### src/rtl/apb3_timer_if.sv
// rtl/apb3_timer_if.sv - APB3 bus bundle between the bridge (master) and the timer (slave)
interface apb3_timer_if #(
  parameter int ADDR_W = 32
);
  logic              PSEL;
  logic              PENABLE;
  logic [ADDR_W-1:0] PADDR;
  logic              PWRITE;
  logic [31:0]       PWDATA;
  logic [31:0]       PRDATA;
  logic              PREADY;
  logic              PSLVERR;

  modport master (
    output PSEL, PENABLE, PADDR, PWRITE, PWDATA,
    input  PRDATA, PREADY, PSLVERR
  );

  modport slave (
    input  PSEL, PENABLE, PADDR, PWRITE, PWDATA,
    output PRDATA, PREADY, PSLVERR
  );
endinterface

### src/rtl/apb3_timer.sv
// rtl/apb3_timer.sv - 32-bit prescaled down-counting timer with APB3 register access
module apb3_timer #(
  parameter int ADDR_W     = 32,
  parameter int PRESCALE_W = 8
) (
  input  logic         PCLK,
  input  logic         PRESETN,
  apb3_timer_if.slave  apb,
  output logic         TIMINT
);

  localparam logic [7:0] A_LOAD     = 8'h00;
  localparam logic [7:0] A_VALUE    = 8'h04;
  localparam logic [7:0] A_CTRL     = 8'h08;
  localparam logic [7:0] A_PRESCALE = 8'h0C;
  localparam logic [7:0] A_RIS      = 8'h10;
  localparam logic [7:0] A_MIS      = 8'h14;

  logic [31:0]           load_q, load_d;
  logic [31:0]           value_q, value_d;
  logic                  en_q, en_d;
  logic                  ie_q, ie_d;
  logic                  oneshot_q, oneshot_d;
  logic [PRESCALE_W-1:0] prescale_q, prescale_d;
  logic [PRESCALE_W-1:0] pcnt_q, pcnt_d;
  logic                  ris_q, ris_d;

  logic [7:0]  addr;
  logic        acc;
  logic        addr_ok;
  logic        wr;
  logic        load_wr;
  logic        tick;
  logic        tick_eff;
  logic [31:0] rdata;
  logic        unused_bits;

  assign addr        = apb.PADDR[7:0];
  assign acc         = apb.PSEL & apb.PENABLE;
  assign addr_ok     = (addr < 8'h18) && (addr[1:0] == 2'b00);
  assign wr          = acc & apb.PWRITE & addr_ok;
  assign load_wr     = wr && (addr == A_LOAD);
  assign tick        = en_q && (pcnt_q == prescale_q);
  // A LOAD write swallows a coincident tick entirely, including its RIS set
  assign tick_eff    = tick & ~load_wr;
  assign unused_bits = &{1'b0, apb.PADDR, apb.PWDATA};

  always_comb begin
    load_d     = load_q;
    value_d    = value_q;
    en_d       = en_q;
    ie_d       = ie_q;
    oneshot_d  = oneshot_q;
    prescale_d = prescale_q;
    pcnt_d     = (en_q && !tick) ? pcnt_q + PRESCALE_W'(1) : '0;
    ris_d      = ris_q;

    if (wr && addr == A_RIS && apb.PWDATA[0]) begin
      ris_d = 1'b0;
    end

    if (load_wr) begin
      load_d  = apb.PWDATA;
      value_d = apb.PWDATA;
      pcnt_d  = '0;
    end else if (tick_eff) begin
      if (value_q != 32'd0) begin
        value_d = value_q - 32'd1;
      end else begin
        ris_d = 1'b1;
        if (oneshot_q) begin
          en_d = 1'b0;
        end else begin
          value_d = load_q;
        end
      end
    end

    if (wr && addr == A_CTRL) begin
      en_d      = apb.PWDATA[0];
      ie_d      = apb.PWDATA[1];
      oneshot_d = apb.PWDATA[2];
    end

    if (wr && addr == A_PRESCALE) begin
      prescale_d = apb.PWDATA[PRESCALE_W-1:0];
    end
  end

  always_ff @(posedge PCLK or negedge PRESETN) begin
    if (!PRESETN) begin
      load_q     <= '0;
      value_q    <= '0;
      en_q       <= 1'b0;
      ie_q       <= 1'b0;
      oneshot_q  <= 1'b0;
      prescale_q <= '0;
      pcnt_q     <= '0;
      ris_q      <= 1'b0;
    end else begin
      load_q     <= load_d;
      value_q    <= value_d;
      en_q       <= en_d;
      ie_q       <= ie_d;
      oneshot_q  <= oneshot_d;
      prescale_q <= prescale_d;
      pcnt_q     <= pcnt_d;
      ris_q      <= ris_d;
    end
  end

  always_comb begin
    rdata = '0;
    if (acc && !apb.PWRITE && addr_ok) begin
      case (addr)
        A_LOAD:     rdata = load_q;
        A_VALUE:    rdata = value_q;
        A_CTRL:     rdata = {29'd0, oneshot_q, ie_q, en_q};
        A_PRESCALE: rdata = 32'(prescale_q);
        A_RIS:      rdata = {31'd0, ris_q};
        A_MIS:      rdata = {31'd0, ris_q & ie_q};
        default:    rdata = '0;
      endcase
    end
  end

  assign apb.PRDATA  = rdata;
  assign apb.PREADY  = 1'b1;
  // Gated by reset so the error response drops the instant reset asserts
  assign apb.PSLVERR = PRESETN & acc & ~addr_ok;
  assign TIMINT      = ris_q & ie_q;

endmodule
### src/flat_wrapper.sv
// flat-port wrapper written by rule: the top's interface ports become plain ports
module apb3_timer_flat 
#(
  parameter int ADDR_W     = 32,
  parameter int PRESCALE_W = 8
)
  (PCLK, PRESETN, TIMINT, apb_PSEL, apb_PENABLE, apb_PADDR, apb_PWRITE, apb_PWDATA, apb_PRDATA, apb_PREADY, apb_PSLVERR);
  apb3_timer_if #(.ADDR_W(ADDR_W)) apb_i ();
  input  logic PCLK;
  input  logic PRESETN;
  output logic TIMINT;
  input wire logic [$bits(apb_i.PSEL)-1:0] apb_PSEL;
  input wire logic [$bits(apb_i.PENABLE)-1:0] apb_PENABLE;
  input wire logic [$bits(apb_i.PADDR)-1:0] apb_PADDR;
  input wire logic [$bits(apb_i.PWRITE)-1:0] apb_PWRITE;
  input wire logic [$bits(apb_i.PWDATA)-1:0] apb_PWDATA;
  output wire logic [$bits(apb_i.PRDATA)-1:0] apb_PRDATA;
  output wire logic [$bits(apb_i.PREADY)-1:0] apb_PREADY;
  output wire logic [$bits(apb_i.PSLVERR)-1:0] apb_PSLVERR;
  assign apb_i.PSEL = apb_PSEL;
  assign apb_i.PENABLE = apb_PENABLE;
  assign apb_i.PADDR = apb_PADDR;
  assign apb_i.PWRITE = apb_PWRITE;
  assign apb_i.PWDATA = apb_PWDATA;
  assign apb_PRDATA = apb_i.PRDATA;
  assign apb_PREADY = apb_i.PREADY;
  assign apb_PSLVERR = apb_i.PSLVERR;
  apb3_timer #(.ADDR_W(ADDR_W), .PRESCALE_W(PRESCALE_W)) u_core (.PCLK(PCLK), .PRESETN(PRESETN), .apb(apb_i), .TIMINT(TIMINT));
endmodule
### config.mk
export PLATFORM = sky130hd
export DESIGN_NAME = apb3_timer_flat
export DESIGN_NICKNAME = d
export VERILOG_FILES = /design/src/rtl/apb3_timer_if.sv /design/src/rtl/apb3_timer.sv /design/src/flat_wrapper.sv
export SDC_FILE = /design/constraint.sdc
export NUM_CORES = 1
export LEC_CHECK = 0
export CAP_MARGIN = 10
export CELL_PAD_IN_SITES_DETAIL_PLACEMENT = 2
export CELL_PAD_IN_SITES_GLOBAL_PLACEMENT = 2
export CORE_MARGIN = 4
export CORE_UTILIZATION = 31
export DETAILED_ROUTE_END_ITERATION = 12
export HOLD_SLACK_MARGIN = 0.1
export PLACE_DENSITY = 0.8
export SLEW_MARGIN = 15
export SYNTH_ARGS = -nofsm -noshare
export SYNTH_HDL_FRONTEND = slang
export SYNTH_SLANG_ARGS = --single-unit
### constraint.sdc
create_clock -name PCLK -period 3.8 [get_ports PCLK]
set_clock_uncertainty 0.05 [all_clocks]
set_input_delay 0.76 -clock PCLK [delete_from_list [all_inputs] [get_ports PCLK]]
set_output_delay 0.76 -clock PCLK [all_outputs]
set_load 0.02 [all_outputs]
==> results of run 1 <==
worst max-delay path: stages:
cell             delay [ps]
clkdlybuf4s50_1         410
or4_4                   570
a211o_1                 280
or3_4                   400
buf_8                   170
nor2_1                  140
buf_2                   190
registers in the layout, summed over array words and instances, names as in the netlist:
register and count:
u_core.en_q 1, u_core.ie_q 1, u_core.load_q 32, u_core.oneshot_q 1, u_core.pcnt_q 8, u_core.prescale_q 8, u_core.ris_q 1, u_core.value_q 32
synthesized netlist by cell type (all sizes together), types with 7 or more instances:
library cell  number
o211ai             8
a21oi             24
o31ai              7
a22oi             28
nor3              19
dfrtp             84
nand2            133
mux2i              9
a31oi              8
inv               14
mux2              15
o21ai             19
nor4              16
buf               10
nand3             19
or3                7
nor2              66
clkbuf            30
or4               11
xor2              15
metrics by stage:
| stage | cell area (sq um) | hold WS, ps | setup slack, ps |
|---|---|---|---|
| after floorplan | 5320 | 407 | 291 |
| after global placement | 6680 | 423 | -433 |
| after detailed placement | 6680 | 453 | -501 |
| after CTS | 6890 | 440 | -8.39 |
| after global routing | 6910 | 459 | -1.45 |
| final | 6910 | 414 | 50.5 |
area by class of cell:
cell class                      count  area (sq um)
Tap cell                          220           275
Timing Repair Buffer              129          1120
Clock inverter                      5          85.1
Sequential cell                    84          2100
Multi-Input combinational cell    502          3040
Clock buffer                       10           239
Inverter                           14          52.6
Fill cell                        1878          9790
kinds of logic (layout without fill, tap and decap cells):
family,count (synthesis),count (layout),synth area share (%)
flip-flops,84,84,39.5
buffers and inverters,54,158,4.05
XOR/XNOR,19,19,3.13
adder cells (fa/ha/maj),3,3,0.706
other,1,1,0.0705
multiplexers,24,24,4.87
AO/OA/AOI/OAI,152,152,20.5
AND/OR/NAND/NOR,303,303,27.1
layer usage:
layer / vias up / GRT usage (%)
met5: - / 0
met4: 0 / 8.29
met3: 33 / 2.93
met2: 101 / 42.0
met1: 2936 / 29.8
li1: 2535 / -
what timing repair did:
item	in CTS	in global routing
setup buffers	0	1
resized for setup	129	19
hold buffers	0	0
endpoints found under the setup margin	32	21
where the power goes:
| part | switching, W | internal, W |
|---|---|---|
| sequential | 0.0000648 | 0.000929 |
| combinational | 0.000139 | 0.000124 |
| clock | 0.000411 | 0.000594 |
layout by cell type (no fill, tap or decap), types with 14 or more instances in the layout:
cell type,synthesis,final
nand2_1,132,132
dfrtp_1,84,84
nor2_1,65,61
buf_4,1,50
clkdlybuf4s50_1,0,45
a22oi_1,28,28
buf_2,7,25
a21oi_1,24,22
o21ai_0,19,19
nand3_1,19,19
nor3_1,19,18
mux2_2,15,15
xor2_1,15,15
inv_1,14,14
path summary, 6_finish.rpt:
check                                      to  slack, ps  cells after the start
max                            apb_PRDATA[12]         50                      7
min                         u_core.load_q[25]        410                      2
max reg2reg                u_core.value_q[17]        590                      7
min reg2reg                  u_core.load_q[9]        460                      2
max in group asynchronous   u_core.value_q[8]       2220                      3
min in group PCLK            u_core.load_q[9]        460                      2
==> impl_metrics.toml, run 1 <==
[final_layout]
nets = 812
fin_util_pct = 41.4
final_cells = 964
diodes = 0
syn2layout_area_growth_pct = 30.0
drive_gt1_share_pct = 18.8

[detailed_routing]
routed_via_density = 5.81
wirelength_um = 22600
routed-wl-met2_um = 11600
remaining_drc_errors = 0
wl_per_cell_um = 23.4
drtIter0Drc = 397
dr_wl_met3_um = 565
top_layer_used = "met4"
drt_pass1_iterations = 5
ant_nets = 0
num_vias = 5605
wl_met1_um = 9890

[critical_path]
crit_path_max_fanout = 21
r2r_start = "u_core.value_q[15]"
crit_path_end_kind = "output port"
required_ps = 2990
critPathKind = "primary input to output port"
startpoint_type = "primary input"
crit_start = "apb_PADDR[5]"
crit_arrival_ps = 2940

[placed_design]
detailed_place_hpwl_um = 16400
gp_congestion = 0.875
dp.cells = 948
io_buffers = 78

[sta]
tns_ps = 0
max_slew_margin_pct = 42.3
worst_slew_pin_slew_ps = 861
fmax_mhz = 267
min_period_over_period_pct = 98.7
rsz0062_at_grt = "yes"
period_needed_ps = 3750
hold_viol_final = 0
setup_viol = 0
slew_viol_final = 0

[global_routing]
grt.overflow.total = 0
grtUsageTotal_pct = 23.7
antenna_found_initial = 0
grt_pass1_vias = 6402
grt_pass1_wl_um = 36700
grt_max_degree = 51

[pwr]
p_leak_nw = 2.98
power_density_mw_per_mm2 = 327
ir_drop_uv = 216
fin_total_pwr_w = 0.00226

[worst_hold_path]
hold_path_class = "primary input to async pin"

[synthesis]
synthDistinctLibCells = 65
synth_seq_cells = 84
seq_area_frac_synth_pct = 39.5
synthTopCellsByArea = "dfrtp_1, nand2_1, nor2_1"
yosysTopAreaCell = "dfrtp_1"
yosys.area.top_type_share_pct = 39.5
async_reset_ff_share_pct = 100
ys_warn_count = 0
syn_avg_cell_area_sq_um = 8.31
syn_nets = 712
synth_ff_type = "dfrtp_1"
synth_area_sq_mm = 0.00532
synth-edff-count = 0
syn_inst = 640

[clock_tree]
cts_made_buffers = 9
max-clock-path-buffers = 2
clk_latency_ps = 360
htree_levels = 3
cts_tree = "yes"
clock-root-buffer = "clkbuf_16"
cts.clk_slew.worst_paths_ps = 70
clkSinkCount = 84

[run_status]
outcome = "finished clean"

[job]
maxCapViolations = 0

[die]
core_sq_mm = 0.0167
floorplan.initialDensity_pct = 31.8
die_area_sq_mm = 0.0193
io_pins = 104
rows = 47
dieHeight_um = 139
die_x_um = 139
Note: power is estimated with default switching activity, not from simulation.
==> inputs of run 2 (changes only) <==
Settings changed: CAP_MARGIN 10 to 20.
==> results of run 2 <==
Final layout, timing and power as in run 1 (identical DEF).
==> inputs of run 3 (changes only) <==
Clock period 3.8 ns to 4.2 ns, I/O delays scaled along.
==> impl_metrics.toml, run 3 (synthesis results as in run 1) <==
[final_layout]
final_common_cell = "nand2_1"
drive_gt1_share_pct = 13.0
fin_util_pct = 40.8
fill_cells = 1877
nets = 798
layout_common_cells = "nand2_1, dfrtp_1, nor2_1, clkdlybuf4s50_1, buf_4"
largestRegisters = "u_core.load_q x32, u_core.value_q x32"
syn2layout_area_growth_pct = 28.1
diodes = 0

[placed_design]
detailed_place_hpwl_um = 15700
io_buffers = 78
gp_congestion = 0.878

[clock_tree]
clkSinkCount = 84
clock-root-buffer = "clkbuf_16"
clk_latency_ps = 350
postCtsSetupRepairBufs = 0
cts_tree = "yes"
cts_hold_buf = 0
htree_levels = 3
max-clock-path-buffers = 2
cts_made_buffers = 9
cts.clk_slew.worst_paths_ps = 60

[detailed_routing]
ant_nets = 0
num_vias = 5494
remaining_drc_errors = 0
routed_via_density = 5.78
wl_per_cell_um = 22.7
drtIter0Drc = 320
drt_pass1_iterations = 4
wirelength_um = 21600

[sta]
rsz0062_at_grt = "no"
max_slew_margin_pct = 44.4
tns_ps = 0
hold_viol_final = 0
min_period_over_period_pct = 98.1
worst_slew_pin_slew_ps = 826
setup_viol = 0
slew_viol_final = 0
period_needed_ps = 4120
fmax_mhz = 243
whs_ps = 234

[run_status]
outcome = "finished clean"

[global_routing]
grtUsageMet1_pct = 27.6
grt_pass1_wl_um = 35500
grt_pass1_vias = 6274
grtUsageTotal_pct = 22.8
grt.overflow.total = 0
grt-busiest-layer = "met2"
antenna_found_initial = 0
grtUsageMet3_pct = 3.90
use_met2_pct = 41.0
grt_max_degree = 81

[critical_path]
crit_path_end_kind = "output port"
cp_slowest_cell = "or4_1"
critPathKind = "primary input to output port"
path_cells = "clkdlybuf4s50_1 > or4_1 > a211o_1 > or3_1 > buf_4 > nor2_1 > dlygate4sd2_1"
required_ps = 3310
cp_slowest_stage_delay_ps = 600
crit_buf_inv = 3
crit_path_max_fanout = 21
cpLargestDelayFamily = "simple AND/OR/NAND/NOR gates"
crit_arrival_ps = 3230
startpoint_type = "primary input"

[job]
maxCapViolations = 0

[die]
rows = 47
io_pins = 104
dieHeight_um = 139
core_sq_mm = 0.0167
die_area_sq_mm = 0.0193
die_x_um = 139
floorplan.initialDensity_pct = 31.8

[pwr]
sequentialPowerShare_pct = 44.7
internal_power_w = 0.00147
power_density_mw_per_mm2 = 295
ir_drop_uv = 220
share_comb_of_total_power_pct = 11.5
p_leak_nw = 2.93
switchingPower_w = 0.000539
p_clk_share_pct = 43.9
switching_share_pct = 26.8

[worst_hold_path]
hold_path_class = "primary input to async pin"
-- run 3: layout make-up --
class                   instances  area, sq um  share of cell area, %
repair buffers                115         1050                   15.4
clock buffers                   9          225                   3.31
inverters                      14         52.6                  0.771
flip-flops and latches         84         2100                   30.9
clock inverters                 7         98.8                   1.45
well taps                     220          275                   4.04
multi-input cells             502         3010                   44.2
-- run 3: worst paths after layout --
path,start,endpoint,slack (ps),cells after the start
worst max-delay path,apb_PADDR[5],apb_PRDATA[29],80,7
worst min-delay path,PRESETN,u_core.load_q[24],230,1
worst max register to register,u_core.value_q[28],u_core.value_q[3],610,6
worst min register to register,u_core.load_q[4],u_core.load_q[4],460,2
max in group asynchronous,PRESETN,u_core.value_q[17],2900,2
min in group PCLK,u_core.load_q[4],u_core.load_q[4],460,2
-- run 3: power groups by stage --
stage / Sequential (W) / Combinational, W / Clock [W]
after detailed placement: 0.000912 / 0.000229 / 0
after CTS: 0.000898 / 0.000233 / 0.000899
after global placement: 0.000908 / 0.000217 / 0
final: 0.000899 / 0.000231 / 0.000882
after global routing: 0.000904 / 0.000260 / 0.000936
after floorplan: 0.000893 / 0.000121 / 0
-- run 3: layer usage --
layer	vias up	share of wire, %
met5	-	0
met4	0	1.8
met3	32	3.9
met2	118	52
met1	2828	42
li1	2516	-
-- run 3: per-stage QoR --
step | area (sq um) | instances | setup slack [ps] | total power, W
2_1_floorplan | 5320 | 640 | 531 | 0.00101
3_3_place_gp | 6550 | 935 | -160 | 0.00113
3_5_place_dp | 6550 | 935 | -262 | 0.00114
4_1_cts | 6840 | 951 | 4.73 | 0.00203
5_1_grt | 6810 | 951 | 0.460 | 0.00210
6_report | 6810 | 951 | 80.6 | 0.00201
-- run 3: repair_timing --
item / CTS / global route
cloned: 0 / 0
setup endpoints to repair: 32 / 15
hold endpoints to repair: 0 / 0
gates resized for setup: 34 / 24
-- run 3: worst reg2reg max path, cell delays in order (launching register included) --
cell	delay [ps]
dfrtp_1	450
nor4_1	750
nand2_1	240
or4_1	810
o31ai_4	610
nand2_2	300
a22o_1	270
==> edit: new RTL, settings of run 1 <==
Make the reset (`PRESETN`) synchronous in one clocked block.
--- a/src/rtl/apb3_timer.sv
+++ b/src/rtl/apb3_timer.sv
@@ -89,3 +89,3 @@
 
-  always_ff @(posedge PCLK or negedge PRESETN) begin
+  always_ff @(posedge PCLK) begin
     if (!PRESETN) begin
Check against the original RTL: differs if PRESETN is asserted again (counterexample within 4 cycles, from zero or initial values and one cycle with PRESETN low); with PRESETN held inactive, the same outputs for 4 cycles.
==> edit against run 1 <==
- final area shrank 6.1%
- sequential share of layout area shrank 4.5 points
- fmax grew 0.31%
- synthesized area is 1.6% lower
- global-route usage down 0.30 points
- synthesized cell count up 8.3%
- worst setup slack better by 0.012 ns
- wire length decreased by 3.4%
- sequential cell count unchanged
Power is not compared: it rests on default switching activity, and its combinational part moved more than twofold at a synthesized area within 25%.
==> edit: results (changes against run 1) <==
==============================================================================
Result of the run                                                    completed
Number of fill cells                                                      1926   +2.6%
Count of non-CTS inverters in the layout                                     7   -7
FFs w/ async S/R, synth                                                      0   -1.00
Cell accounting for the most synthesized area                     sky130_fd_sc_hd__dfxtp_1
Reg-to-Reg End                                                    u_core.value_q[5]$_SDFFE_PN0P_
Synthesized-area fraction occupied by ao, oa, aoi and oai cells          0.242   +0.0367
Clock network share of area                                             0.0503   +0.00341
Endpoint arrival time on the critical path                             2.93 ns   about the same
Met3 Track Usage GR                                                     0.0243   -0.00500
Synth cell types                                                            73   +12%
Drt initial violations                                                     363   -8.6%
Instance count after placement with tap cells included                     963   +1.6%
Share of the yosys chip area belonging to registers                      0.321   -0.0741
Number of global-route vias before repair                                 6327   -1.2%
Worst rel slew slack                                                     0.345   -0.0782
CP Capture Point                                                  apb_PRDATA[2]
Worst slack after detailed placement                                 -0.476 ns   +0.0250 ns
Via total after detailed routing                                          5658   +0.95%
Layout cells sized above 1                                               0.140   -0.0485
Width of the chip                                                       138 µm   -0.73%
Placed cell area                                                      6270 µm²   -6.1%
Largest stage delay, worst path                                        0.43 ns   -0.14 ns
Post-Route M1 WL                                                       9750 µm   -1.3%
Peak clock frequency supported by timing                               268 MHz   +0.31%
Wire length on met2                                                   10700 µm   -7.8%
Met2 capacity usage during global routing                                0.405   -0.0150
R2R Setup Slk                                                          0.51 ns   -0.08 ns
Xor and xnor area share after synthesis                                 0.0385   +0.00718
Gpl congestion                                                           0.954   +9.1%
First-pass GRT wire length                                            34800 µm   -5.2%
Total global-route track usage                                           0.234   -0.00296
Adder-cell share of the synthesized area                               0.00717   +0.000111
Share of cell area taken by muxes after synthesis                       0.0437   -0.00497
Placed wire-length estimate after detailed placement                  15600 µm   -5.2%
Commonest cells post-synth                                        107 x sky130_fd_sc_hd__nand2_1, 96 x sky130_fd_sc_hd__nor2_1, 84 x sky130_fd_sc_hd__dfxtp_1
Met1 global-route usage                                                  0.302   +0.00370
Synthesized instance count                                                 693   +8.3%
Class of the tightest hold or removal check                            reg2reg
Fraction of area in multi-input gates                                    0.507   +0.0667
Proportion of final cell area spent on non-clock buffers                 0.138   -0.0241
==============================================================================
[edit: cell types whose count changed after synthesis, sizes merged, moves of 8 or more]
cell   change
dfrtp     -84
dfxtp     +84
a21oi     +31
nor2      +31
nand2     -26
buf       +12
o21ai      +9
o311a      +9
mux2       -8
[edit: timing repair]
action | 4_1_cts | 5_1_grt
setup endpoints to repair | 32 | 23
cloned | 0 | 0
gates resized for setup | 113 | 29
[edit: worst reg2reg max path, stage by stage, from the launching register on]
cell                      delay (ns)
sky130_fd_sc_hd__dfxtp_1        0.40
sky130_fd_sc_hd__nor4_1         0.57
sky130_fd_sc_hd__nand4_1        0.36
sky130_fd_sc_hd__or4_1          0.81
sky130_fd_sc_hd__a21o_1         0.44
sky130_fd_sc_hd__buf_4          0.26
sky130_fd_sc_hd__o21ai_0        0.23
sky130_fd_sc_hd__nor2_1         0.07
